[config.mk]
export PLATFORM = sky130hd
export DESIGN_NAME = regfile_sb_flat
export DESIGN_NICKNAME = d
export VERILOG_FILES = /design/src/rtl/regfile_sb_pkg.sv /design/src/rtl/regfile_sb_if.sv /design/src/rtl/regfile_sb_clear_seq.sv /design/src/rtl/regfile_sb.sv /design/src/flat_wrapper.sv
export SDC_FILE = /design/constraint.sdc
export NUM_CORES = 1
export LEC_CHECK = 0
export ABC_CLOCK_PERIOD_IN_PS = 1400
export CORE_AREA = 2 2 77 79
export CTS_BUF_LIST = sky130_fd_sc_hd__clkbuf_16
export DETAILED_ROUTE_END_ITERATION = 12
export DIE_AREA = 0 0 79 81
export HOLD_SLACK_MARGIN = 0.02
export PLACE_DENSITY_LB_ADDON = 0.2
export SLEW_MARGIN = 10
export SYNTH_ARGS = -nofsm -noshare
export SYNTH_HDL_FRONTEND = slang
export SYNTH_SLANG_ARGS = --single-unit
[constraint.sdc]
create_clock -name CLK -period 1.4 [get_ports CLK]
set_input_delay 0.28 -clock CLK [delete_from_list [all_inputs] [get_ports CLK]]
set_output_delay 0.28 -clock CLK [all_outputs]
set_load 0.1 [all_outputs]
[src/rtl/regfile_sb_pkg.sv]
`default_nettype none
// ============================================================================
//  Module   : regfile_pkg
//  Purpose  : Shared types, default sizes and the address range check used
//             by the regfile_sb register file and its clear sequencer.
//  Contents : clr_state_t   - clear sequencer states
//             RF_DEF_WIDTH  - default data width
//             RF_DEF_DEPTH  - default register count
//             rf_addr_ok()  - 1 when addr selects an existing register
//  Revision : 1.0 - initial release
// ============================================================================
package regfile_pkg;

    typedef enum logic {
        CLR_IDLE  = 1'b0,
        CLR_SWEEP = 1'b1
    } clr_state_t;

    localparam int RF_DEF_WIDTH = 8;
    localparam int RF_DEF_DEPTH = 4;

    // Non-power-of-two depths leave encodable addresses with no register
    // behind them; callers pass both operands widened to 32 bits.
    function automatic logic rf_addr_ok(input logic [31:0] addr,
                                        input logic [31:0] depth);
        return (addr < depth);
    endfunction

endpackage
`default_nettype wire

[src/rtl/regfile_sb_if.sv]
`default_nettype none
// ============================================================================
//  Module   : regfile_sb_if
//  Purpose  : Read/write/issue/clear bus of the regfile_sb register file.
//  Ports    : master - operand fetch / writeback side (drives addresses,
//                      write data, enables, clear request)
//             slave  - the register file (drives read data, valids, BUSY)
//  Revision : 1.0 - initial release
// ============================================================================
interface regfile_sb_if
    import regfile_pkg::*;
#(
    parameter int WIDTH = RF_DEF_WIDTH,
    parameter int AW    = $clog2(RF_DEF_DEPTH)
);
    logic [AW-1:0]    RA1;
    logic [AW-1:0]    RA2;
    logic [WIDTH-1:0] RD1;
    logic [WIDTH-1:0] RD2;
    logic             RV1;
    logic             RV2;
    logic [AW-1:0]    RA3;
    logic [WIDTH-1:0] WD3;
    logic             WE3;
    logic [AW-1:0]    IA;
    logic             IE;
    logic             CLR_REQ;
    logic             BUSY;

    modport master (
        output RA1, RA2, RA3, WD3, WE3, IA, IE, CLR_REQ,
        input  RD1, RD2, RV1, RV2, BUSY
    );

    modport slave (
        input  RA1, RA2, RA3, WD3, WE3, IA, IE, CLR_REQ,
        output RD1, RD2, RV1, RV2, BUSY
    );

endinterface
`default_nettype wire

[src/rtl/regfile_sb_clear_seq.sv]
`default_nettype none
// ============================================================================
//  Module   : rf_clear_seq
//  Purpose  : Multi-cycle clear sweep. A CLR_REQ seen in IDLE starts a sweep
//             that zeroes one register per cycle, addresses 0..DEPTH-1.
//  Ports    : CLK, reset  - clock, asynchronous active-high reset
//             CLR_REQ     - start request (sampled in IDLE only)
//             BUSY        - sweep in progress (exactly DEPTH cycles)
//             clr_en      - clear register clr_addr at the next edge
//             clr_addr    - register being cleared
//  Revision : 1.0 - initial release
// ============================================================================
module rf_clear_seq
    import regfile_pkg::*;
#(
    parameter int DEPTH = RF_DEF_DEPTH,
    parameter int AW    = $clog2(DEPTH)
) (
    input  wire logic          CLK,
    input  wire logic          reset,
    input  wire logic          CLR_REQ,
    output logic               BUSY,
    output logic               clr_en,
    output logic [AW-1:0]      clr_addr
);

    localparam logic [AW-1:0] c_last_addr = AW'(DEPTH - 1);

    clr_state_t    r_state;
    logic [AW-1:0] r_ptr;
    logic          r_busy;

    always_ff @(posedge CLK or posedge reset) begin
        if (reset) begin
            r_state <= CLR_IDLE;
            r_ptr   <= '0;
            r_busy  <= 1'b0;
        end else begin
            case (r_state)
                CLR_IDLE: begin
                    if (CLR_REQ) begin
                        r_state <= CLR_SWEEP;
                        r_ptr   <= '0;
                        r_busy  <= 1'b1;
                    end
                end
                CLR_SWEEP: begin
                    // The edge that clears the last register also ends BUSY.
                    if (r_ptr == c_last_addr) begin
                        r_state <= CLR_IDLE;
                        r_ptr   <= '0;
                        r_busy  <= 1'b0;
                    end else begin
                        r_ptr <= r_ptr + 1'b1;
                    end
                end
                default: begin
                    r_state <= CLR_IDLE;
                    r_ptr   <= '0;
                    r_busy  <= 1'b0;
                end
            endcase
        end
    end

    assign BUSY     = r_busy;
    assign clr_en   = r_busy;
    assign clr_addr = r_ptr;

endmodule
`default_nettype wire

[src/rtl/regfile_sb.sv]
`default_nettype none
// ============================================================================
//  Module   : regfile_sb
//  Purpose  : Two-read / one-write register file with write-through bypass,
//             per-register pending scoreboard, optional hardwired zero
//             register, optional registered read and a clear sweep.
//  Ports    : CLK, reset  - clock, asynchronous active-high reset
//             bus (slave) - RA1/RA2 -> RD1/RD2/RV1/RV2 reads,
//                           RA3/WD3/WE3 write, IA/IE issue,
//                           CLR_REQ -> BUSY clear sweep
//  Revision : 1.0 - initial release
// ============================================================================
module regfile_sb
    import regfile_pkg::*;
#(
    parameter int WIDTH    = RF_DEF_WIDTH,
    parameter int DEPTH    = RF_DEF_DEPTH,
    parameter int ZERO_REG = 0,
    parameter int REG_OUT  = 0
) (
    input  wire logic    CLK,
    input  wire logic    reset,
    regfile_sb_if.slave  bus
);

    localparam int AW = $clog2(DEPTH);

    logic [WIDTH-1:0] r_mem [DEPTH];
    logic [DEPTH-1:0] r_pend;

    logic             w_busy;
    logic             w_clr_en;
    logic [AW-1:0]    w_clr_addr;

    rf_clear_seq #(
        .DEPTH (DEPTH),
        .AW    (AW)
    ) u_clear_seq (
        .CLK      (CLK),
        .reset    (reset),
        .CLR_REQ  (bus.CLR_REQ),
        .BUSY     (w_busy),
        .clr_en   (w_clr_en),
        .clr_addr (w_clr_addr)
    );

    assign bus.BUSY = w_busy;

    // Writes and issues are dropped while sweeping, for nonexistent
    // registers, and for register 0 when it is hardwired to zero.
    logic w_wr_ok;
    logic w_iss_ok;

    assign w_wr_ok  = bus.WE3 && !w_busy
                   && rf_addr_ok(32'(bus.RA3), 32'(DEPTH))
                   && !((ZERO_REG != 0) && (bus.RA3 == '0));
    assign w_iss_ok = bus.IE && !w_busy
                   && rf_addr_ok(32'(bus.IA), 32'(DEPTH))
                   && !((ZERO_REG != 0) && (bus.IA == '0));

    always_ff @(posedge CLK or posedge reset) begin
        if (reset) begin
            for (int i = 0; i < DEPTH; i++) begin
                r_mem[i] <= '0;
            end
            r_pend <= '0;
        end else if (w_clr_en) begin
            r_mem[w_clr_addr]  <= '0;
            r_pend[w_clr_addr] <= 1'b0;
        end else begin
            if (w_wr_ok) begin
                r_mem[bus.RA3]  <= bus.WD3;
                r_pend[bus.RA3] <= 1'b0;
            end
            // Placed after the write so a same-cycle issue to the written
            // register leaves it pending: the new producer wins.
            if (w_iss_ok) begin
                r_pend[bus.IA] <= 1'b1;
            end
        end
    end

    // Read value resolution, one instance per read port.
    for (genvar p = 0; p < 2; p++) begin : g_rport
        logic [AW-1:0]    w_ra;
        logic [WIDTH-1:0] w_rd;
        logic             w_rv;

        if (p == 0) begin : g_sel_ra1
            assign w_ra = bus.RA1;
        end else begin : g_sel_ra2
            assign w_ra = bus.RA2;
        end

        always_comb begin
            w_rd = '0;
            w_rv = 1'b0;
            if (!rf_addr_ok(32'(w_ra), 32'(DEPTH))) begin
                w_rd = '0;
                w_rv = 1'b0;
            end else if (w_busy) begin
                // Contents stay visible mid-sweep but are never valid.
                w_rd = r_mem[w_ra];
                w_rv = 1'b0;
            end else if ((ZERO_REG != 0) && (w_ra == '0)) begin
                w_rd = '0;
                w_rv = 1'b1;
            end else if (bus.WE3 && (w_ra == bus.RA3)) begin
                w_rd = bus.WD3;
                w_rv = 1'b1;
            end else begin
                w_rd = r_mem[w_ra];
                w_rv = !r_pend[w_ra];
            end
        end
    end

    if (REG_OUT != 0) begin : g_reg_out
        logic [WIDTH-1:0] r_rd1;
        logic [WIDTH-1:0] r_rd2;
        logic             r_rv1;
        logic             r_rv2;

        always_ff @(posedge CLK or posedge reset) begin
            if (reset) begin
                r_rd1 <= '0;
                r_rd2 <= '0;
                r_rv1 <= 1'b0;
                r_rv2 <= 1'b0;
            end else begin
                r_rd1 <= g_rport[0].w_rd;
                r_rd2 <= g_rport[1].w_rd;
                r_rv1 <= g_rport[0].w_rv;
                r_rv2 <= g_rport[1].w_rv;
            end
        end

        assign bus.RD1 = r_rd1;
        assign bus.RD2 = r_rd2;
        assign bus.RV1 = r_rv1;
        assign bus.RV2 = r_rv2;
    end else begin : g_comb_out
        assign bus.RD1 = g_rport[0].w_rd;
        assign bus.RD2 = g_rport[1].w_rd;
        assign bus.RV1 = g_rport[0].w_rv;
        assign bus.RV2 = g_rport[1].w_rv;
    end

endmodule
`default_nettype wire

[src/flat_wrapper.sv]
// flat-port wrapper written by rule: the top's interface ports become plain ports
module regfile_sb_flat import regfile_pkg::*;
#(
    parameter int WIDTH    = RF_DEF_WIDTH,
    parameter int DEPTH    = RF_DEF_DEPTH,
    parameter int ZERO_REG = 0,
    parameter int REG_OUT  = 0
)
  (CLK, reset, bus_RA1, bus_RA2, bus_RA3, bus_WD3, bus_WE3, bus_IA, bus_IE, bus_CLR_REQ, bus_RD1, bus_RD2, bus_RV1, bus_RV2, bus_BUSY);
  regfile_sb_if #(.WIDTH(WIDTH), .AW(2)) bus_i ();
  input  wire logic CLK;
  input  wire logic reset;
  input wire logic [$bits(bus_i.RA1)-1:0] bus_RA1;
  input wire logic [$bits(bus_i.RA2)-1:0] bus_RA2;
  input wire logic [$bits(bus_i.RA3)-1:0] bus_RA3;
  input wire logic [$bits(bus_i.WD3)-1:0] bus_WD3;
  input wire logic [$bits(bus_i.WE3)-1:0] bus_WE3;
  input wire logic [$bits(bus_i.IA)-1:0] bus_IA;
  input wire logic [$bits(bus_i.IE)-1:0] bus_IE;
  input wire logic [$bits(bus_i.CLR_REQ)-1:0] bus_CLR_REQ;
  output wire logic [$bits(bus_i.RD1)-1:0] bus_RD1;
  output wire logic [$bits(bus_i.RD2)-1:0] bus_RD2;
  output wire logic [$bits(bus_i.RV1)-1:0] bus_RV1;
  output wire logic [$bits(bus_i.RV2)-1:0] bus_RV2;
  output wire logic [$bits(bus_i.BUSY)-1:0] bus_BUSY;
  assign bus_i.RA1 = bus_RA1;
  assign bus_i.RA2 = bus_RA2;
  assign bus_i.RA3 = bus_RA3;
  assign bus_i.WD3 = bus_WD3;
  assign bus_i.WE3 = bus_WE3;
  assign bus_i.IA = bus_IA;
  assign bus_i.IE = bus_IE;
  assign bus_i.CLR_REQ = bus_CLR_REQ;
  assign bus_RD1 = bus_i.RD1;
  assign bus_RD2 = bus_i.RD2;
  assign bus_RV1 = bus_i.RV1;
  assign bus_RV2 = bus_i.RV2;
  assign bus_BUSY = bus_i.BUSY;
  regfile_sb #(.WIDTH(WIDTH), .DEPTH(DEPTH), .ZERO_REG(ZERO_REG), .REG_OUT(REG_OUT)) u_core (.CLK(CLK), .reset(reset), .bus(bus_i));
endmodule
# --- Word level (Yosys, flattened, before mapping) ---
# Cells that the tools add are included.
classes:
  bitwise_logic: 12
  add_sub_neg: 1
  eq_ne: 5
  order_cmp: 14
  mux: 44
  reduce_logical: 14
ops:
  columns: ["cell", "n"]
  rows:
  - ["$mux 8", 10]
  - ["$mux 32", 2]
  - ["$and 32x32->32", 1]
  - ["$bmux 8 s2", 2]
  - ["$bwmux 32", 1]
  - ["$demux 8 s2", 2]
  - ["$not 32->32", 1]
  - ["$mux 4", 4]
  - ["$lt 2x3->1 const B", 5]
  - ["$mux 1", 13]
  - ["$ge 3x3->1 const B", 4]
  - ["$not 2->3", 4]
  - ["$logic_and 1x1->1", 9]
  - ["$and 4x4->4", 2]
  - ["$not 4->4", 2]
  - ["$demux 1 s2", 3]
  - ["$ge 2x1->1 const B", 3]
  - ["$lt 3x1->1 const B", 2]
  - ["$bmux 1 s2", 2]
  - ["$eq 2x2->1", 2]
  - ["$mux 2", 2]
  - ["$or 4x4->4", 1]
  - ["$pmux 1 s2", 2]
  - ["$pmux 2 s2", 1]
  - ["8 further kinds", 10]
totals:
  inputBits: 21
  register_bits: 40
  out_inout_bits: 19
  wordCells: 98

# --- Logic depth before layout (Yosys ltp) ---
# Gate-level depths: netlist of run 1.
depth:
  ltp_word: 11
  ltp_mapped: 6
  mapped_depth_nobuf: 5

# --- Modules after synthesis ---
# A second synthesis of run 1 with hierarchy kept.
hier_totals:
  hier_cells: 199
  area_unflattened_um2: 2466.1
by_module_without_submodules:
  columns: ["module", "cells_per_inst", "area_per_inst_um2", "n_inst"]
  rows:
  - ["regfile_sb", 181, 2272.2, 1]
  - ["rf_clear_seq", 18, 193.9, 1]

# --- Worst setup path after synthesis of run 1 ---
# No wires, ideal clock.
synth_timing:
  path_kind: "reg-to-output"
  from: "register u_core.u_clear_seq.r_busy, in the netlist u_core.u_clear_seq.BUSY"
  to: "output bus_RV1"
  n_path_buf: 2
  arrival_time_ns: 3.317
  stages_incl_launch_ff: 4
  path_slack_ns: -2.197
  cell_sequence: "dfrtp_1 -> buf_6 -> buf_2 -> o21ai_0"
synth_between:
  elab_chain_len: 1
synth_rtl:
  columns: ["item", "line_no", "text"]
  rows:
  - ["start: declaration", "regfile_sb_clear_seq.sv:31", "logic r_busy;"]
  - ["start signal: assignment", "regfile_sb_clear_seq.sv:37", "r_busy <= 1'b0;"]
  - ["start signal: assignment", "regfile_sb_clear_seq.sv:44", "r_busy <= 1'b1;"]
  - ["start signal: assignment", "regfile_sb_clear_seq.sv:52", "r_busy <= 1'b0;"]
  - ["$mux 1", "regfile_sb.sv:101", "end else if (w_busy) begin"]
  - ["end: declaration", "flat_wrapper.sv:23", "output wire logic [$bits(bus_i.RV1)-1:0] bus_RV1;"]
# No other way between the ends.

# --- Worst setup path in the final report of run 1 ---
layout_timing:
  from: "register u_core.u_clear_seq.r_busy, in the netlist u_core.u_clear_seq.BUSY"
  to: "output bus_RD1[6]"
layout_between:
  elab_chain_len: 1
layout_rtl:
  columns: ["item", "line_no", "text"]
  rows:
  - ["$mux 8", "regfile_sb.sv:101", null]
  - ["end: declaration", "flat_wrapper.sv:21", "output wire logic [$bits(bus_i.RD1)-1:0] bus_RD1;"]
# No other way between the ends.

==> results.md, run 1 <==
* Failing checks: negative setup slack
* Worst reg-to-reg setup slack at -0.34 ns
* Setup WS post-layout at -0.6360 ns
* I/O Buffers at 39
* Core Area at approximately 5700 um^2
* Starting DRT DRC Count at 193
* Synth Flop Type: dfrtp_1
* Maximum vdd drop at 1134 uV
* Clk_skew at 0.006181 ns
* RSZ-0062 raised after global routing: true
* Num CTS Buffers at 5
* Vias in the first global route at ~2300
* Final setup violation count at 55
* PD cells at approximately 2000 nW/um^2
* Kind of critical path: reg -> out
* Slew Viols, Final at 0
* DIE WIDTH at 79 um
* CP Max Fanout at 5
* DP Area at between 3000 and 4000 um^2
* Worst setup SP type: flop
* Die span in y at 81 um
* Cells on worst reg2reg path at 9
* Static Leak at 0.001880 uW
* Starting density of the core at 46.14%
* Status: finished with violations
* Rows at 28
* Crit path cell chain: nor2b_4 > buf_12 > nand3_4 > mux2_4 > buf_12
* Gpl congestion at a little under 0.8
* Final core utilization at between 70 and 80%
* Via-per-instance ratio at 5.553
* Crit. End Element: output port
* N_diodes at 0
* Crit path top cell by count: buf_12
* Detailed Place HPWL at 4.536 mm
* Crit path DAT at roughly 1.8 ns
* Yosys reg bits at 40
* Ports at 40
* Avg Cell Area, Syn at 11.80 um^2
* Final ANT Viol Nets at 0
* Setup TNS at -20.62 ns
* Fin area at 4096 um^2
* Data required time at the worst endpoint at 1.12 ns
* Clk_lat worst skew at 0.28 ns
* Cells after Synth at 222
* DR WL/cell at 18.66 um
* CP peak stage delay at 0.49 ns
* Max Cap Viol at 0
* Overall Global Routing Usage at 24.62%
* Clk slew on worst S/H paths at 0.06 ns
* Ys Warns at 0
* Mapped cell area at 2619 um^2
* Die area at 6399 um^2
* Top delay family on crit path: flip-flops
* Drt pass-1 iters at 4
* Max-slew headroom at a little under 80%
* Library cells used by synthesis at 32
* Worst hold margin at 0.3507 ns
* Layout cells sized above 1 at 51.41%
* Post-layout net count at 343
* CTS Buffer Depth at 2
* Grt ovf at 0
* Clk sinks at 40
* Peak Freq at 491.2 MHz
* FF-to-FF Start: u_core.u_clear_seq.BUSY
* CP max-delay cell: dfrtp_4
* CTS tree: built
* Syn nets at 247
* Final Hold Fails at 0
* Worst min-delay path category: in -> async
* Root Driver: clkbuf_16
* Part of the cycle the worst path needs at 145.4%
* Largest net degree at the start of global routing at 41
* Post-synth EDFFs at 0
* Min cycle time layout at 2.036 ns
* Hold_buf cts at 0
* Seq/Total Area, Yosys at 38.22%
* Detailed-route via count at between 2000 and 2500
* Remaining DRCs at 0
* Detailed Route WL at 7.352 mm
* H-tree levels at 2
* Asr flop ratio synth at 100.0%
* CP Buf/Inv Count at 2
* Area grow syn2layout at 56.43%
* Initial antenna violation count at 0
* First-pass GRT wire length at 11.75 mm
* R2R Path End: u_core.r_mem[19]
* Least-Margin Pin Slew at 0.3403 ns
## stage by stage
stage	setup slack (ns)	power (uW)	instances
floorplan	-0.5023	5082	222
global placement	-0.7780	6824	368
detailed placement	-0.7884	6906	368
CTS	-0.6150	8313	391
global route	-0.6728	8763	394
finish	-0.6360	8376	394
## power by group
part / switching (uW) / total [uW] / internal, uW
logic: 2980 / 5380 / 2400
registers: 354 / 1930 / 1570
clock network: 425 / 1070 / 643
total: 3760 / 8380 / 4610
## placed cells by master, fill, tap and decap left out, drive strengths merged, types with 5 or more instances in the layout
cell type      netlist  layout
a22o                 8       8
buf                 14      81
mux2                16      16
dfrtp               40      40
nand2               54      54
o21ai               32      32
dlygate4sd2          0       7
clkdlybuf4s50        0      13
clkbuf               0       5
mux4                18      18
inv                  8      10
nand3                3       5
## cells by family after synthesis
kind of cell / synth area share [%]
and+or+nand+nor: 13.86
AOI/OAI and AO/OA: 12.28
DFF: 38.22
muxes: 24.94
buffers and inverters: 6.306
xor gates and xnor gates: 2.484
adders and majority gates: 1.911
## registers in the layout (all words and copies together), names as in the netlist
name and flops:
u_core.r_mem 32, u_core.u_clear_seq.clr_addr 2, u_core.r_pend 4, u_core.u_clear_seq.r_state 1
u_core.u_clear_seq.BUSY 1
## routing by layer
layer	wire [um]	track usage (%)	vias to the layer above
met1	2851	28.27	1084
li1	-	-	996
met3	444	6.889	26
met2	3810	43.47	82
met5	0	0	-
met4	246	10.17	0
## how the worst max path moves through the flow
stage | endpoint | slack (ns) | cells after the start | from
after floorplan | bus_RD1[0] | -0.50 | 4 | u_core.u_clear_seq.BUSY
after global placement | bus_RD1[0] | -0.78 | 5 | bus_RA1[0]
after detailed placement | bus_RD2[0] | -0.79 | 5 | bus_RA2[0]
after CTS | bus_RD2[6] | -0.61 | 5 | u_core.u_clear_seq.BUSY
after global routing | bus_RD2[6] | -0.67 | 5 | u_core.u_clear_seq.BUSY
final | bus_RD1[6] | -0.64 | 5 | u_core.u_clear_seq.BUSY
## area by class of cell
cell class                 instances  area (um^2)
multi-input combinational        162         1607
timing repair buffer             101         1224
inverter                           8        30.03
clock buffer                       5        125.1
sequential                        40         1005
fill                             393         1579
tap                               75        93.84
clock inverter                     3        12.51
## what timing repair did
action,CTS,global route
buffers inserted,12,4
pin swaps,7,10
endpoints found under the setup margin,54,55
gates resized for setup,33,18
cloned,3,0
## cell usage after synthesis (2+ instances only)
library cell,instances,area [um^2]
a22o_1,8,70.07
and2_1,3,18.77
buf_2,3,15.01
buf_4,2,15.01
buf_6,8,90.09
dfrtp_1,40,1001
ha_1,4,50.05
inv_1,8,30.03
mux2_4,16,240.2
mux4_1,2,52.55
mux4_2,16,360.4
nand2_1,54,202.7
nand2b_1,2,12.51
nand3_4,2,35.03
nand3b_1,2,15.01
nor4bb_1,2,20.02
o21ai_0,24,120.1
o21ai_2,8,70.07
o22ai_1,2,12.51
xnor2_2,4,65.06
## worst min-delay path, delay by kind of cell
| kind | cells | cell delay (ns) |
|---|---|---|
| buf+inv | 3 | 0.71 |
(Power assumes the default switching activity.)
==> inputs of run 2 (changes only) <==
CORE_AREA = 2 2 78 80   (was 2 2 77 79)
DIE_AREA = 0 0 80 82   (was 0 0 79 81)
SYNTH_HIERARCHICAL = 1   (was unset)
==> run 2 against run 1 <==
  * The flow still finishes with violations (negative setup slack)
  * Clock power about the same
  * Critical path depth unchanged
  * Sequential power grew 2%
  * Power is 0.43% lower
==> results.md, run 2 <==
* Sw Share at 45.46%
* CP max-delay cell: dfrtp_4
* Layout cells sized above 1 at a little over two fifths
* Synth top cells by count: 40 x dfrtp_1, 35 x nand2_1, 32 x mux2i_1
* Simple-Gate Fraction of Synth Area at 11.67%
* Setup WS pre-CTS at -0.8614 ns
* Cells after Synth at 199
* Root Driver: clkbuf_16
* Detailed Place HPWL at 4.472 mm
* Clock power frac at 12.9%
* Multiplexer share of the synthesized area at a little under two fifths
* H-tree levels at 2
* Static Leak at 0.001805 uW
* Most frequent cells in the layout: 39 x dfrtp_1, 35 x nand2_1, 32 x mux2i_1
* Core Area at 5746 um^2
* Most common cell after layout, fill and taps aside: dfrtp_1
* Post-synth EDFFs at 0
* Worst min-delay path category: in -> async
* PD cells at 2217 nW/um^2
* FILL cells at roughly 440
* Rows at 28
* Logic pwr share at 63.5%
* Library cells used by synthesis at 35
* Overall Global Routing Usage at 21.20%
* Hold_buf cts at 0
* Avg Cell Area, Syn at about 12 um^2
* Synth Flop Type: dfrtp_1
* Via-per-instance ratio at ~5.4
* Detailed Route WL at just over 6 mm
* Crit path DAT at 1.73 ns
* Asr flop ratio synth at 100.0%
* Kind of critical path: reg -> out
* Ports at 40
* Gpl congestion at 0.7478
* Data required time at the worst endpoint at 1.12 ns
* Starting density of the core at 42.92%
* Die span in y at 82 um
* Net Switching at 3792 uW
* Most flops, register: u_core/r_mem
* Post-Synth XOR/XNOR Area at 1.421%
* Worst reg-to-reg setup slack at -0.18 ns
* CTS tree: built
* Setup WS post-layout at -0.6119 ns
* Grt ovf at 0
* Least-Margin Pin Slew at roughly 0.29 ns
* Worst setup SP type: flop
* Internal power at 4548 uW
* Num CTS Buffers at 5
* Drt pass-1 iters at 4
* Starting DRT DRC Count at 147
* Final ANT Viol Nets at 0
* Vias in the first global route at about 2000
* Setup TNS at -14.42 ns
* N_diodes at 0
* Seq/Total Area, Yosys at 40.59%
* Max Cap Viol at 0
* Die area at roughly 6600 um^2
* Sequential Power Share at 23.7%
* Min cycle time layout at 2.012 ns
* Cells on worst reg2reg path at 5
* Peak Freq at 497.0 MHz
* Failing checks: negative setup slack
* CP peak stage delay at a little under 0.5 ns
* Launch point of the worst path: u_core/u_clear_seq/BUSY
* Synth top area cells: dfrtp_1 41%, mux4_2 15%, mux2i_1 13%, mux2_2 5.9%, nand2_1 5.3%
* Maximum vdd drop at 1264 uV
* Mapped cell area at 2466 um^2
* Max reg flops at 32
* PnR Total Power at 8340 uW
* Ys Warns at 6
* Syn nets at roughly 220
* Status: finished with violations
* RSZ-0062 raised after global routing: true
* Share of the synthesized area in the top cell type at between 40% and 50%
* CP Max Fanout at 3
* DR WL/cell at 17.61 um
* Yosys reg bits at 40
* Largest family of logic cells by synthesized area: multiplexers
* Area grow syn2layout at 52.56%
* R2R Path End: u_core/r_mem[24]
* FF-to-FF Start: u_core/u_clear_seq/BUSY
* Max-slew headroom at roughly 81%
* Part of the cycle the worst path needs at 143.7%
* Crit. End Element: output port
* Clk sinks at 40
* Area leader, netlist: dfrtp_1
* Synth Area in Compound Gates at 2.638%
* First-pass GRT wire length at 10.41 mm
* Final setup violation count at 54
* Clk_lat worst skew at 0.27 ns
* Largest net degree at the start of global routing at 37
* I/O Buffers at 39
* Post-layout net count at 300
* Crit path cell chain: nor2b_4 > nand3_4 > buf_6 > mux2_4 > buf_12
* Slew Viols, Final at 0
* DIE WIDTH at around 80 um
* Clk_skew at 0.003752 ns
* CTS Buffer Depth at 2
* Crit path to: bus_RD1[6]
* Remaining DRCs at 0
* Final Hold Fails at 0
* Detailed-route via count at 1910
* Clk slew on worst S/H paths at 0.06 ns
* Initial antenna violation count at 0
* Adder-cell area share of the yosys netlist at 1.015%
* Top-count cell post-synth: dfrtp_1
* Storage cell area at around 1000 um^2
* Footprint of the multi-input gates at 1454 um^2
## run 2: cell count changes after synthesis, moves of 4 or more
| cell | delta |
|---|---|
| mux2i_1 | +32 |
| o21ai_0 | -21 |
| nand2_1 | -19 |
| mux2_2 | +13 |
| mux2_4 | -13 |
| a22o_1 | -8 |
| o21ai_2 | -8 |
| buf_6 | -4 |
| xnor2_1 | +4 |
| xnor2_2 | -4 |
## run 2: cell families (layout without fill, tap and decap cells)
logic type | count (synthesis) | in the layout
xor+xnor | 4 | 4
compound gates | 10 | 10
mux | 66 | 66
flops | 40 | 40
buf+inv | 22 | 101
simple gates | 55 | 55
fa+ha+maj | 2 | 2
## run 2: layout make-up
type	instances	area share (%)
clock buffers	5	3.326
clock inverters	3	0.3658
repair buffers	82	27.37
flip-flops and latches	40	26.70
well taps	75	2.494
multi-input cells	137	38.64
inverters	11	1.097
## run 2: worst min path at each step
stage | start | endpoint | slack [ns] | depth (start not counted)
final | reset | u_core/u_clear_seq/BUSY | 0.22 | 2
after global routing | reset | u_core/u_clear_seq/BUSY | 0.25 | 2
after CTS | reset | u_core/u_clear_seq/BUSY | 0.22 | 2
after detailed placement | reset | u_core/u_clear_seq/r_state | 0.52 | 2
after global placement | reset | u_core/u_clear_seq/r_state | 0.50 | 2
after floorplan | reset | u_core/u_clear_seq/clr_addr[0] | 0.05 | 1
## run 2: power by group through the flow
stage | Sequential [uW] | Combinational (uW) | Clock, uW
final | 1970 | 5290 | 1070
after global routing | 2050 | 5560 | 1170
after CTS | 1970 | 5320 | 1100
after detailed placement | 1990 | 5260 | 0
after global placement | 1950 | 5180 | 0
after floorplan | 2050 | 3280 | 0
## run 2: worst max-delay path: cells and delay by family, from the launching register on
family / cells / cell delay (ns)
mux: 1 / 0.31
flops: 1 / 0.49
buf+inv: 2 / 0.32
simple gates: 2 / 0.33
## run 2: through the flow
stage,std cells,utilization (%),hold slack [ns],instance area (um^2)
CTS,352,65.22,0.2226,3747
global placement,337,61.26,0.5042,3520
global route,353,65.48,0.2474,3762
detailed placement,337,61.26,0.5169,3520
finish,353,65.48,0.2247,3762
floorplan,199,-,0.04610,2579
## run 2: timing repair
action | in CTS | in global routing
setup buffers | 7 | 1
gates resized for setup | 17 | 2
pin swaps | 5 | 2
setup endpoints to repair | 54 | 55
## run 2: layer usage
metal	global-route usage (%)	share of wire (%)	wire (um)	vias to the layer above
li1	-	-	-	883
met1	27.28	42	2597	958
met2	37.50	53	3291	63
met3	3.516	4.3	268	6
met4	5.254	0.92	57	0
met5	0	0	0	-
